## src/rtl/mul_accum.sv

```systemverilog
// mul_accum: accumulates a stream of unsigned products into a wide sum.
// A beat flagged with in_last closes the dot-product. The result (sum,
// term count, overflow) is then held on an output handshake.
//
// Handshake semantics (both sides): a transfer happens on a rising edge
// where valid and ready are both high. A source holds its payload stable
// while valid is high and ready is low. ready and valid are decoded from
// the state register only, so neither depends combinationally on the
// other side.
module mul_accum #(
    parameter int DATAWIDTH = 8,
    parameter int ACCWIDTH  = 24,
    parameter int CNTWIDTH  = 8
) (
    input  logic                   clk,
    input  logic                   rst_n,
    input  logic [2*DATAWIDTH-1:0] prod_in,
    input  logic                   in_valid,
    input  logic                   in_last,
    output logic                   in_ready,
    input  logic                   clr,
    output logic [ACCWIDTH-1:0]    sum_out,
    output logic [CNTWIDTH-1:0]    cnt_out,
    output logic                   ovf_out,
    output logic                   out_valid,
    input  logic                   out_ready
);

    localparam int PW = 2 * DATAWIDTH;

    typedef enum logic {
        ST_ACC  = 1'b0,
        ST_HOLD = 1'b1
    } state_t;

    // state_q is kept as a plain named register so checkers can bind to it
    state_t                state_q;
    logic [ACCWIDTH-1:0]   acc;
    logic [CNTWIDTH-1:0]   cnt;
    logic                  ovf;

    logic                  accept;
    logic [ACCWIDTH:0]     acc_sum;
    logic [CNTWIDTH-1:0]   cnt_next;
    logic                  ovf_next;

    assign in_ready  = (state_q == ST_ACC);
    assign out_valid = (state_q == ST_HOLD);
    assign accept    = in_valid & in_ready;

    // Next-value arithmetic. The extra top bit of acc_sum is the carry out.
    always_comb begin
        acc_sum  = {1'b0, acc} + {{(ACCWIDTH + 1 - PW){1'b0}}, prod_in};
        cnt_next = (cnt == {CNTWIDTH{1'b1}}) ? cnt : cnt + 1'b1;
        ovf_next = ovf | acc_sum[ACCWIDTH];
    end

    // Control FSM plus the accumulator and result registers
    always_ff @(posedge clk or negedge rst_n) begin
        if (!rst_n) begin
            state_q <= ST_ACC;
            acc     <= '0;
            cnt     <= '0;
            ovf     <= 1'b0;
            sum_out <= '0;
            cnt_out <= '0;
            ovf_out <= 1'b0;
        end else begin
            case (state_q)
                ST_ACC: begin
                    if (clr) begin
                        // clr beats a coincident accept: the beat is consumed and dropped
                        acc <= '0;
                        cnt <= '0;
                        ovf <= 1'b0;
                    end else if (accept) begin
                        if (in_last) begin
                            sum_out <= acc_sum[ACCWIDTH-1:0];
                            cnt_out <= cnt_next;
                            ovf_out <= ovf_next;
                            acc     <= '0;
                            cnt     <= '0;
                            ovf     <= 1'b0;
                            state_q <= ST_HOLD;
                        end else begin
                            acc <= acc_sum[ACCWIDTH-1:0];
                            cnt <= cnt_next;
                            ovf <= ovf_next;
                        end
                    end
                end
                ST_HOLD: begin
                    if (out_ready) begin
                        state_q <= ST_ACC;
                    end
                end
                default: state_q <= ST_ACC;
            endcase
        end
    end

endmodule

```

## config.mk

```make
export PLATFORM = sky130hd
export DESIGN_NAME = mul_accum
export DESIGN_NICKNAME = d
export VERILOG_FILES = /design/src/rtl/mul_accum.sv
export SDC_FILE = /design/constraint.sdc
export NUM_CORES = 1
export LEC_CHECK = 0
export CORE_MARGIN = 2
export CORE_UTILIZATION = 40
export CTS_CLUSTER_DIAMETER = 100
export DETAILED_ROUTE_END_ITERATION = 10
export GPL_TIMING_DRIVEN = 0
export PLACE_DENSITY = 0.61
export SYNTH_ARGS = -nofsm -noshare
export SYNTH_HDL_FRONTEND = slang
export SYNTH_SLANG_ARGS = --single-unit
export TNS_END_PERCENT = 1
```

## constraint.sdc

```tcl
create_clock -name clk -period 5.4 [get_ports clk]
set_input_delay 0.54 -clock clk [delete_from_list [all_inputs] [get_ports clk]]
set_output_delay 0.54 -clock clk [all_outputs]
set_load 0.005 [all_outputs]
```

## Word-level counts from Yosys, hierarchy flattened

Cells that the tools add are included.

- Bitwise gates (word level): 4
- Eq/ne operators: 1
- Multiplexer cells: 15
- Reductions and logical operators: 3
- Add/sub/neg operators: 2

Operators by type and width:

| kind | count |
|---|---|
| $mux 24 | 3 |
| $mux 8 | 4 |
| $add 24x16->25 | 1 |
| $add 8x1->8 const B | 1 |
| $eq 8x8->1 const B | 1 |
| $mux 1 | 7 |
| $reduce_and 4->1 | 1 |
| $not 1->1 | 2 |
| $pmux 1 s2 | 1 |
| $reduce_and 2->1 | 1 |
| $reduce_bool 2->1 | 1 |
| $and 1x1->1 | 1 |
| $or 1x1->1 | 1 |

- Register bits after elaboration: 67
- Word-level logic and storage cells: 32
- Input bits: 22
- Output and inout bits: 35

## Longest topological paths before layout

Gate-level depths: netlist of run 1.

- Depth after elaboration: 5
- Mapped depth: 11
- Mapped depth without buffers: 10

## Worst setup path after synthesis of run 1

OpenSTA, ideal clock, no wires.

- Path type: in2reg
- Start point: in prod_in[0]
- End point: reg sum_out[22]
- Library setup time: 0.124 ns
- Required time: 5.276 ns
- Setup slack: 3.045 ns
- Stages on the path: 11
- Path buffers: 1
- Arrival time: 2.231 ns
- Cells stage by stage: ha_1 > inv_1 > fa_1 > nor2b_4 > o2111ai_2 > nand3b_2 > o21ba_4 > a21o_1 > buf_6 > a21oi_1 > a211o_1

- Word-level cells in the longest chain between the ends: 1

RTL lines:

| element | line | RTL |
|---|---|---|
| start, declared | 17 | `input logic [2*DATAWIDTH-1:0] prod_in,` |
| $add 24x16->25 | 53 | `acc_sum = {1'b0, acc} + {{(ACCWIDTH + 1 - PW){1'b0}}, prod_in};` |
| end signal, assigned | 78 | `sum_out <= acc_sum[ACCWIDTH-1:0];` |
| end, declared | 22 | `output logic [ACCWIDTH-1:0] sum_out,` |

No other way between the ends.
A chain may end at the register's enable or synchronous reset.

## Final worst setup path of run 1

Ends and elaborated chain as after synthesis.

==> results of run 1 <==
==> final timing paths <==
check                                   start                      end  slack, ns  depth (start not counted)
max                                prod_in[0]  sum_out[22]$_DFFE_PN0P_       2.71                         12
min                                     rst_n       acc[4]$_DFFE_PN0P_       0.31                          1
max reg2reg                acc[0]$_DFFE_PN0P_  sum_out[22]$_DFFE_PN0P_       3.06                         11
min reg2reg                acc[0]$_DFFE_PN0P_       acc[0]$_DFFE_PN0P_       0.47                          2
max in group asynchronous               rst_n       cnt[1]$_DFFE_PN0P_       4.53                          1
min in group clk           acc[0]$_DFFE_PN0P_       acc[0]$_DFFE_PN0P_       0.47                          2
==> kinds of logic after synthesis <==
kind of cell               after synthesis  share of synthesized area [%]
and+or+nand+nor                        122                           16.6
AOI/OAI and AO/OA                      129                           22.1
DFF                                     67                           46.1
adders and majority gates               18                           6.40
buffers and inverters                   24                           2.72
muxes                                    2                          0.551
xor gates and xnor gates                23                           5.54
==> state kept, by name, indices dropped and copies added (netlist names) <==
name and cells:
cnt_out 8, cnt 8, ovf_out 1, sum_out 24, ovf 1, out_valid 1
acc 24
==> synthesized netlist by cell type (2+ instances only) <==
master	instances
sky130_fd_sc_hd__a21o_1	3
sky130_fd_sc_hd__a21oi_1	22
sky130_fd_sc_hd__a31oi_1	7
sky130_fd_sc_hd__a41oi_1	3
sky130_fd_sc_hd__and2_1	8
sky130_fd_sc_hd__and3_1	5
sky130_fd_sc_hd__clkbuf_1	15
sky130_fd_sc_hd__dfrtp_1	67
sky130_fd_sc_hd__ha_1	17
sky130_fd_sc_hd__inv_1	7
sky130_fd_sc_hd__mux2i_1	2
sky130_fd_sc_hd__nand2_1	69
sky130_fd_sc_hd__nand2b_1	3
sky130_fd_sc_hd__nand3_1	4
sky130_fd_sc_hd__nand3b_1	2
sky130_fd_sc_hd__nand4_1	2
sky130_fd_sc_hd__nor2_1	14
sky130_fd_sc_hd__nor2b_4	2
sky130_fd_sc_hd__o211ai_1	2
sky130_fd_sc_hd__o21a_1	2
sky130_fd_sc_hd__o21ai_0	59
sky130_fd_sc_hd__o21ai_1	9
sky130_fd_sc_hd__o21bai_1	3
sky130_fd_sc_hd__o31ai_1	6
sky130_fd_sc_hd__or3_1	2
sky130_fd_sc_hd__xnor2_1	12
sky130_fd_sc_hd__xor2_1	11
==> cell type report <==
type,count,share of cell area (%)
clock inverter,3,0.335
multi-input combinational,294,41.4
tap,108,3.01
sequential,67,37.4
buffer,17,1.62
clock buffer,12,3.23
inverter,7,0.585
timing repair buffer,56,12.4
==> metal layers <==
metal	vias to the layer above	GRT usage, %	share of wire, %
met4	0	7.69	1.8
li1	1487	-	-
met1	1429	23.9	47
met3	14	3.72	4.0
met2	60	30.7	48
met5	-	0	0
==> report_power, final <==
group	switching [uW]	internal [uW]
registers	32.5	560
clock network	194	175
logic	156	165
==> stage by stage <==
stage	utilization [%]	instances	instance area, sq um	setup WS (ns)	power (uW)
finish	51.2	564	4490	2.71	1280
detailed placement	49.4	549	4330	2.35	926
CTS	51.2	564	4490	2.70	1300
floorplan	-	385	3630	3.04	760
global placement	49.4	549	4330	1.38	919
global route	51.2	564	4490	2.62	1360
==> worst register-to-register path, cell delays in order, from the launching register on <==
cell,delay (ns)
sky130_fd_sc_hd__dfrtp_1,0.35
sky130_fd_sc_hd__ha_1,0.17
sky130_fd_sc_hd__inv_1,0.06
sky130_fd_sc_hd__fa_1,0.43
sky130_fd_sc_hd__nor2b_4,0.15
sky130_fd_sc_hd__o2111ai_2,0.12
sky130_fd_sc_hd__nand3b_2,0.16
sky130_fd_sc_hd__o21ba_4,0.18
sky130_fd_sc_hd__a21o_1,0.13
sky130_fd_sc_hd__buf_6,0.14
sky130_fd_sc_hd__a21oi_1,0.07
sky130_fd_sc_hd__a211o_1,0.27
==> results.toml, run 1 <==
[outcome]
run_status = "finished clean"

[worst_setup_path]
worstPathArrival_ns = 2.93
start_kind = "input port"
cp_slowest_stage_delay_ns = 0.50
critical_path.top_delay_family = "compound AO/OA/AOI/OAI gates"
critPathKind = "input port to flop"
critical_path.max_fanout = 8
required_ns = 5.64
worst_setup_path_end_kind = "flop"
cp_cell_sequence = "clkdlybuf4s50_1, ha_1, inv_1, fa_1, nor2b_4, o2111ai_2, nand3b_2, o21ba_4, a21o_1, buf_6, a21oi_1, a211o_1"
timing.critical_path.buf_inv = 3
critPathSlowestCell = "sky130_fd_sc_hd__clkdlybuf4s50_1"

[hold_path]
worst_hold_path_type = "input port to async pin"

[clock_tree]
ctsHoldBuffers = 0
cts-root-buf = "sky130_fd_sc_hd__clkbuf_8"
clkTransAtPathRegs_ns = 0.07
post_cts.resized_instances = 0
cts.path.max_buffers = 2
cts_tree = "yes"
numClockSinks = 67
clkLatencyLatePin_ns = 0.35
htree_levels = 3
post_cts_buffers = 0
cts_made_buffers = 9

[timing]
period_utilisation_layout_pct = 49.8
fin_worst_skew_ns = 0.00736
hold_ws_ns = 0.307
worstMarginPinSlew_ns = 0.865
max_freq_mhz = 372
timing.setup.tns_ns = 0
timing.final.max_slew_violations = 0
setup_viol = 0
slew_headroom_pct = 42.3
timing.final.hold_violations = 0
grt_setup_unrepaired = "no"
finalCriticalPeriod_ns = 2.69

[synthesis]
asyncSetResetFlopFracSynth_pct = 100
dominant_cells_by_area_after_synthesis = "sky130_fd_sc_hd__dfrtp_1 46%, sky130_fd_sc_hd__o21ai_0 8.1%, sky130_fd_sc_hd__nand2_1 7.1%"
postSynthNetCount = 425
ys_ff_latch = 67
seq_area_frac_synth_pct = 46.1
synth_top_flop_cell = "sky130_fd_sc_hd__dfrtp_1"
post-synth-top-area-cell = "sky130_fd_sc_hd__dfrtp_1"
syn-cell-area_sq_um = 3630
synth_largest_type_area_fraction_pct = 46.1
number_of_distinct_library_cells_after_synthesis = 54
ys_warn_count = 0
synthCells = 385
synth-edff-count = 0
synth_area_per_cell_sq_um = 9.44

[final_layout]
final_layout_size_suffix_gt1_share_pct = 7.46
ff_latch_area_sq_um = 1680
syn2layout_area_growth_pct = 23.5
insertedDiodeCount = 0
multi_input_area_sq_um = 1860
fillers = 846
most_frequent_standard_cell_in_the_layout_excluding_fill_and_tap_cells = "sky130_fd_sc_hd__nand2_1"
layout.cells.most_common_list = "69 x sky130_fd_sc_hd__nand2_1, 67 x sky130_fd_sc_hd__dfrtp_1, 59 x sky130_fd_sc_hd__o21ai_0"
design.final.nets = 492

[route]
vias_per_cell = 5.30
detail-route-antenna-nets = 0
drt-total-wl_um = 8730
drc_markers = 0
routed_wire_length_per_instance_um = 15.5
firstDrtPassIters = 4
drt_first_iter_violations = 124
via_count = 2990

[die]
row_count = 34
fp.dieArea_sq_um = 9870
i_o_pin_cnt = 57
fp.dieW_um = 99.3
initial_core_util_pct = 41.5
die_y_um = 99.3
core-area_sq_um = 8760

[global_route]
globalRouteTotalUtil_pct = 18.6
antenna_violations_before_repair = 0
grt_pass1_vias = 3026
global_route.overflow_total = 0
largest_net_degree_at_the_start_of_global_routing = 68
wire_length_of_the_first_global_routing_pass_um = 14300

[power_and_ir_drop]
powerDensity_nw_per_um2 = 285
leakagePower_uw = 0.00197
peakVddDrop_v = 0.000131

[run]
drv.max_cap_violation_count = 0

[placed_design]
place_hpwl_um = 6150
gpl.final_weighted_congestion = 0.842
place.port_buffers = 56
No activity file was read; power rests on OpenSTA's default activity.
==> run 2, diff against run 1 <==
==> constraint.sdc (replaced) <==
create_clock -name clk -period 2.54 [get_ports clk]
set_input_delay 0.254 -clock clk [delete_from_list [all_inputs] [get_ports clk]]
set_output_delay 0.254 -clock clk [all_outputs]
set_load 0.005 [all_outputs]
==> results.toml, run 2 (synthesis results as in run 1) <==
[outcome]
run_status = "finished clean"

[clock_tree]
clkTransAtPathRegs_ns = 0.07
cts-root-buf = "sky130_fd_sc_hd__clkbuf_8"
cts.path.max_buffers = 2
cts_tree = "yes"
post_cts.resized_instances = 0
clkLatencyLatePin_ns = 0.35
post_cts_buffers = 0
ctsHoldBuffers = 0
cts_made_buffers = 9
numClockSinks = 67
htree_levels = 3

[route]
wl_met2_um = 4180
drc_markers = 0
drt_first_iter_violations = 133
topRoutingLayerUsed = "met4"
routed_wire_length_per_instance_um = 15.5
via_count = 2998
detailroute.wirelength.met3_um = 365
detail_route.wirelength.met1_um = 4080
drt-total-wl_um = 8770
vias_per_cell = 5.32
detail-route-antenna-nets = 0
firstDrtPassIters = 4

[timing]
grt_setup_unrepaired = "no"
timing.final.hold_violations = 0
timing.final.max_slew_violations = 0
worstMarginPinSlew_ns = 0.869
fin_worst_skew_ns = 0.00915
max_freq_mhz = 416
setup_viol = 0
finalCriticalPeriod_ns = 2.40
period_utilisation_layout_pct = 94.6
slew_headroom_pct = 42.1

[final_layout]
insertedDiodeCount = 0
final_layout_size_suffix_gt1_share_pct = 7.46
syn2layout_area_growth_pct = 23.5
layout.cells.most_common_list = "69 x sky130_fd_sc_hd__nand2_1, 67 x sky130_fd_sc_hd__dfrtp_1, 59 x sky130_fd_sc_hd__o21ai_0"
biggestRegsByFlops = "acc: 24 flops, sum_out: 24 flops"
most_frequent_standard_cell_in_the_layout_excluding_fill_and_tap_cells = "sky130_fd_sc_hd__nand2_1"
final_cells = 564
design.final.nets = 492
fillers = 846
layout.cell_area.non_filler_sq_um = 4490

[die]
row_count = 34
fp.dieArea_sq_um = 9870
i_o_pin_cnt = 57
initial_core_util_pct = 41.5
die_y_um = 99.3
core-area_sq_um = 8760
fp.dieW_um = 99.3

[worst_setup_path]
critical_path.max_fanout = 8
worstPathArrival_ns = 2.64
required_ns = 2.78
critPathSlowestCell = "sky130_fd_sc_hd__clkdlybuf4s50_1"
regToRegStartpoint = "acc[0]$_DFFE_PN0P_"
critPathKind = "input port to flop"
start_kind = "input port"
cp-startpoint = "prod_in[0]"
cp_slowest_stage_delay_ns = 0.50
worst_setup_path_end_kind = "flop"
cp_cell_sequence = "clkdlybuf4s50_1, ha_1, inv_1, fa_1, nor2b_4, o2111ai_2, nand3b_2, o21ba_4, a21o_1, buf_6, a21oi_1, a211o_1"

[global_route]
wire_length_of_the_first_global_routing_pass_um = 14300
largest_net_degree_at_the_start_of_global_routing = 68
globalRouteTotalUtil_pct = 18.6
global_route.overflow_total = 0
antenna_violations_before_repair = 0
grt_pass1_vias = 3018

[power_and_ir_drop]
leakagePower_uw = 0.00197
powerDensity_nw_per_um2 = 607
peakVddDrop_v = 0.000279

[placed_design]
gpl.final_weighted_congestion = 0.842
place_hpwl_um = 6150
placed_cell_areas_sq_um = 4330
place.port_buffers = 56
place_inst = 549

[run]
drv.max_cap_violation_count = 0

[hold_path]
worst_hold_path_type = "input port to async pin"
## run 2: cell counts in the layout (fill, tap and decap cells not counted)
No cell type changed its count.
## run 2: final timing paths
| check | endpoint | slack [ns] | cells past startpoint |
|---|---|---|---|
| worst max-delay path | sum_out[22]$_DFFE_PN0P_ | 0.14 | 12 |
| worst min-delay path | acc[4]$_DFFE_PN0P_ | 0.02 | 1 |
| worst max register to register | sum_out[22]$_DFFE_PN0P_ | 0.21 | 11 |
| worst min register to register | acc[0]$_DFFE_PN0P_ | 0.47 | 2 |
| max in group asynchronous | cnt_out[1]$_DFFE_PN0P_ | 1.96 | 1 |
| min in group clk | out_valid$_DFF_PN0_ | 0.45 | 2 |
## run 2: critical path: cells and delay by family
family | cells | cell delay, ns
AO/OA/AOI/OAI | 5 | 0.77
buffers and inverters | 3 | 0.70
adder cells (fa/ha/maj) | 2 | 0.61
AND/OR/NAND/NOR | 2 | 0.31
## run 2: power by group
group	internal, uW	switching [uW]
Sequential	1190	69.3
Clock	372	413
Combinational	350	331
Total	1910	813
## run 2: routing by layer
| layer | global-route usage, % | vias to the layer above |
|---|---|---|
| met5 | 0 | - |
| met4 | 7.38 | 0 |
| met3 | 3.72 | 12 |
| met2 | 30.7 | 63 |
| met1 | 24.1 | 1432 |
| li1 | - | 1491 |
## run 2: metrics by stage
stage	utilization (%)	worst slack, ns	TNS [ns]	hold WS (ns)	power, uW
after global placement	49.4	-1.19	-81.12	0.456	1950
after detailed placement	49.4	-0.223	-1.67	0.440	1970
final	51.2	0.138	0	0.0157	2720
after global routing	51.2	0.0475	0	0.0870	2890
after floorplan	-	0.393	0	-0.0416	1620
after CTS	51.2	0.129	0	0.0502	2760
## run 2: cell type report
class | instances | area [sq um] | area share [%]
Clock inverter | 3 | 15.0 | 0.335
Timing Repair Buffer | 56 | 558 | 12.4
Clock buffer | 12 | 145 | 3.23
Multi-Input combinational cell | 294 | 1860 | 41.4
Sequential cell | 67 | 1680 | 37.4
Tap cell | 108 | 135 | 3.01
Buffer | 17 | 72.6 | 1.62
Inverter | 7 | 26.3 | 0.585
==> run 3, diff against run 2 <==
--- a/config.mk
+++ b/config.mk
@@ -9,7 +9,6 @@
 export CORE_UTILIZATION = 40
 export CTS_CLUSTER_DIAMETER = 100
 export DETAILED_ROUTE_END_ITERATION = 10
-export GPL_TIMING_DRIVEN = 0
 export PLACE_DENSITY = 0.61
 export SYNTH_ARGS = -nofsm -noshare
 export SYNTH_HDL_FRONTEND = slang
==> results.toml, run 3 (synthesis results as in run 1) <==
[final_layout]
layout.cells.most_common_list = "69 x sky130_fd_sc_hd__nand2_1, 67 x sky130_fd_sc_hd__dfrtp_1, 59 x sky130_fd_sc_hd__o21ai_0"
final_layout_size_suffix_gt1_share_pct = 11.7
biggestRegsByFlops = "acc: 24 flops, sum_out: 24 flops"
syn2layout_area_growth_pct = 26.4
design.final.nets = 498
insertedDiodeCount = 0
layout.cell_area.non_filler_sq_um = 4600
most_frequent_standard_cell_in_the_layout_excluding_fill_and_tap_cells = "sky130_fd_sc_hd__nand2_1"

[timing]
timing.setup.tns_ns = 0
layout_setup_ws_ns = 0.184
finalCriticalPeriod_ns = 2.36
worstMarginPinSlew_ns = 0.547
slew_headroom_pct = 63.6
timing.final.max_slew_violations = 0
hold_ws_ns = 0.473
max_freq_mhz = 424
period_utilisation_layout_pct = 92.8
setup_viol = 0
timing.final.hold_violations = 0
grt_setup_unrepaired = "no"
fin_worst_skew_ns = 0.00563

[die]
initial_core_util_pct = 41.5
fp.dieW_um = 99.3
die_y_um = 99.3
core-area_sq_um = 8760
row_count = 34
fp.dieArea_sq_um = 9870
i_o_pin_cnt = 57

[clock_tree]
numClockSinks = 67
cts_made_buffers = 9
clkLatencyLatePin_ns = 0.33
cts.path.max_buffers = 2
clkTransAtPathRegs_ns = 0.07
cts-root-buf = "sky130_fd_sc_hd__clkbuf_8"
htree_levels = 3
cts_tree = "yes"

[global_route]
met1_usage_pct = 24.5
grt_pass1_vias = 3020
largest_net_degree_at_the_start_of_global_routing = 68
globalRouteTotalUtil_pct = 17.7
global_route.overflow_total = 0
antenna_violations_before_repair = 0
grt_util_met2_pct = 28.2
grtUsageMet3_pct = 2.81
highest_utilization_routing_layer_at_the_global_route_stage = "met2"
wire_length_of_the_first_global_routing_pass_um = 14000

[outcome]
run_status = "finished clean"

[placed_design]
place.port_buffers = 56
dpl_worst_slack_ns = -0.176
placed_cell_areas_sq_um = 4430
place_hpwl_um = 5690
gpl.final_weighted_congestion = 0.858

[hold_path]
worst_hold_path_type = "input port to flop"

[worst_setup_path]
critical_path.max_fanout = 4
cp_cell_sequence = "clkdlybuf4s50_1, ha_1, inv_1, fa_1, nor2b_4, o2111ai_2, nand3b_2, o21ba_4, a21o_1, buf_4, nand4_1, o21ai_0"
start_kind = "input port"
critical_path.top_delay_family = "buffers and inverters"
cp_slowest_stage_delay_ns = 0.49
required_ns = 2.79
critPathKind = "input port to flop"
worst_setup_path_end_kind = "flop"
critPathSlowestCell = "sky130_fd_sc_hd__clkdlybuf4s50_1"
worstPathArrival_ns = 2.61
timing.critical_path.buf_inv = 3

[route]
detail-route-antenna-nets = 0
via_count = 2973
vias_per_cell = 5.23
routed_wire_length_per_instance_um = 14.3
drt_first_iter_violations = 111
firstDrtPassIters = 4
drc_markers = 0
drt-total-wl_um = 8130

[power_and_ir_drop]
peakVddDrop_v = 0.000294
powerDensity_nw_per_um2 = 593
leakagePower_uw = 0.00204

[run]
drv.max_cap_violation_count = 0
## run 3: cell types whose count changed in the layout (fill, tap and decap cells not counted), sizes merged
cell,before,now
clkbuf,27,10
clkinv,3,2
clkinvlp,0,1
buf,3,23
dlygate4sd3,0,1
## run 3: stage by stage
| stage | cells | util, % | total power (uW) |
|---|---|---|---|
| after global placement | 554 | 50.6 | 1990 |
| after floorplan | 385 | - | 1620 |
| after detailed placement | 554 | 50.6 | 1990 |
| final | 568 | 52.4 | 2720 |
| after CTS | 568 | 52.4 | 2760 |
| after global routing | 568 | 52.4 | 2910 |
## run 3: worst paths after layout
path	to	start	slack (ns)	depth (start not counted)
max in group asynchronous	sum_out[20]$_DFFE_PN0P_	rst_n	1.76	3
min in group asynchronous	sum_out[6]$_DFFE_PN0P_	rst_n	0.48	3
hold reg to reg	cnt_out[2]$_DFFE_PN0P_	cnt_out[2]$_DFFE_PN0P_	0.47	2
setup / recovery	ovf$_DFFE_PN0P_	prod_in[0]	0.18	12
hold / removal	out_valid$_DFF_PN0_	out_ready	0.47	2
setup reg to reg	acc[22]$_DFFE_PN0P_	acc[0]$_DFFE_PN0P_	0.25	11
## run 3: per-layer routing
| metal | wire [um] | part of all wire [%] | up-vias |
|---|---|---|---|
| li1 | - | - | 1503 |
| met1 | 4000 | 49 | 1398 |
| met2 | 3730 | 46 | 61 |
| met3 | 291 | 3.6 | 11 |
| met4 | 114 | 1.4 | 0 |
| met5 | 0 | 0 | - |
## run 3: power breakdown
part           internal, uW  total (uW)  switching (uW)
logic                   377         699             322
clock network           361         760             398
registers              1190        1270            76.8
## run 3: layout make-up
type	count	area (sq um)
well taps	108	135
clock inverters	3	17.5
clock buffers	10	138
inverters	7	26.3
fillers	813	4170
multi-input cells	294	1860
repair buffers	79	743
flip-flops and latches	67	1680
## run 3: repair_timing
action | in CTS | in global routing
resized for setup | 0 | 0
hold endpoints to repair | 67 | 0
setup buffers | 0 | 0
hold buffers | 1 | 0
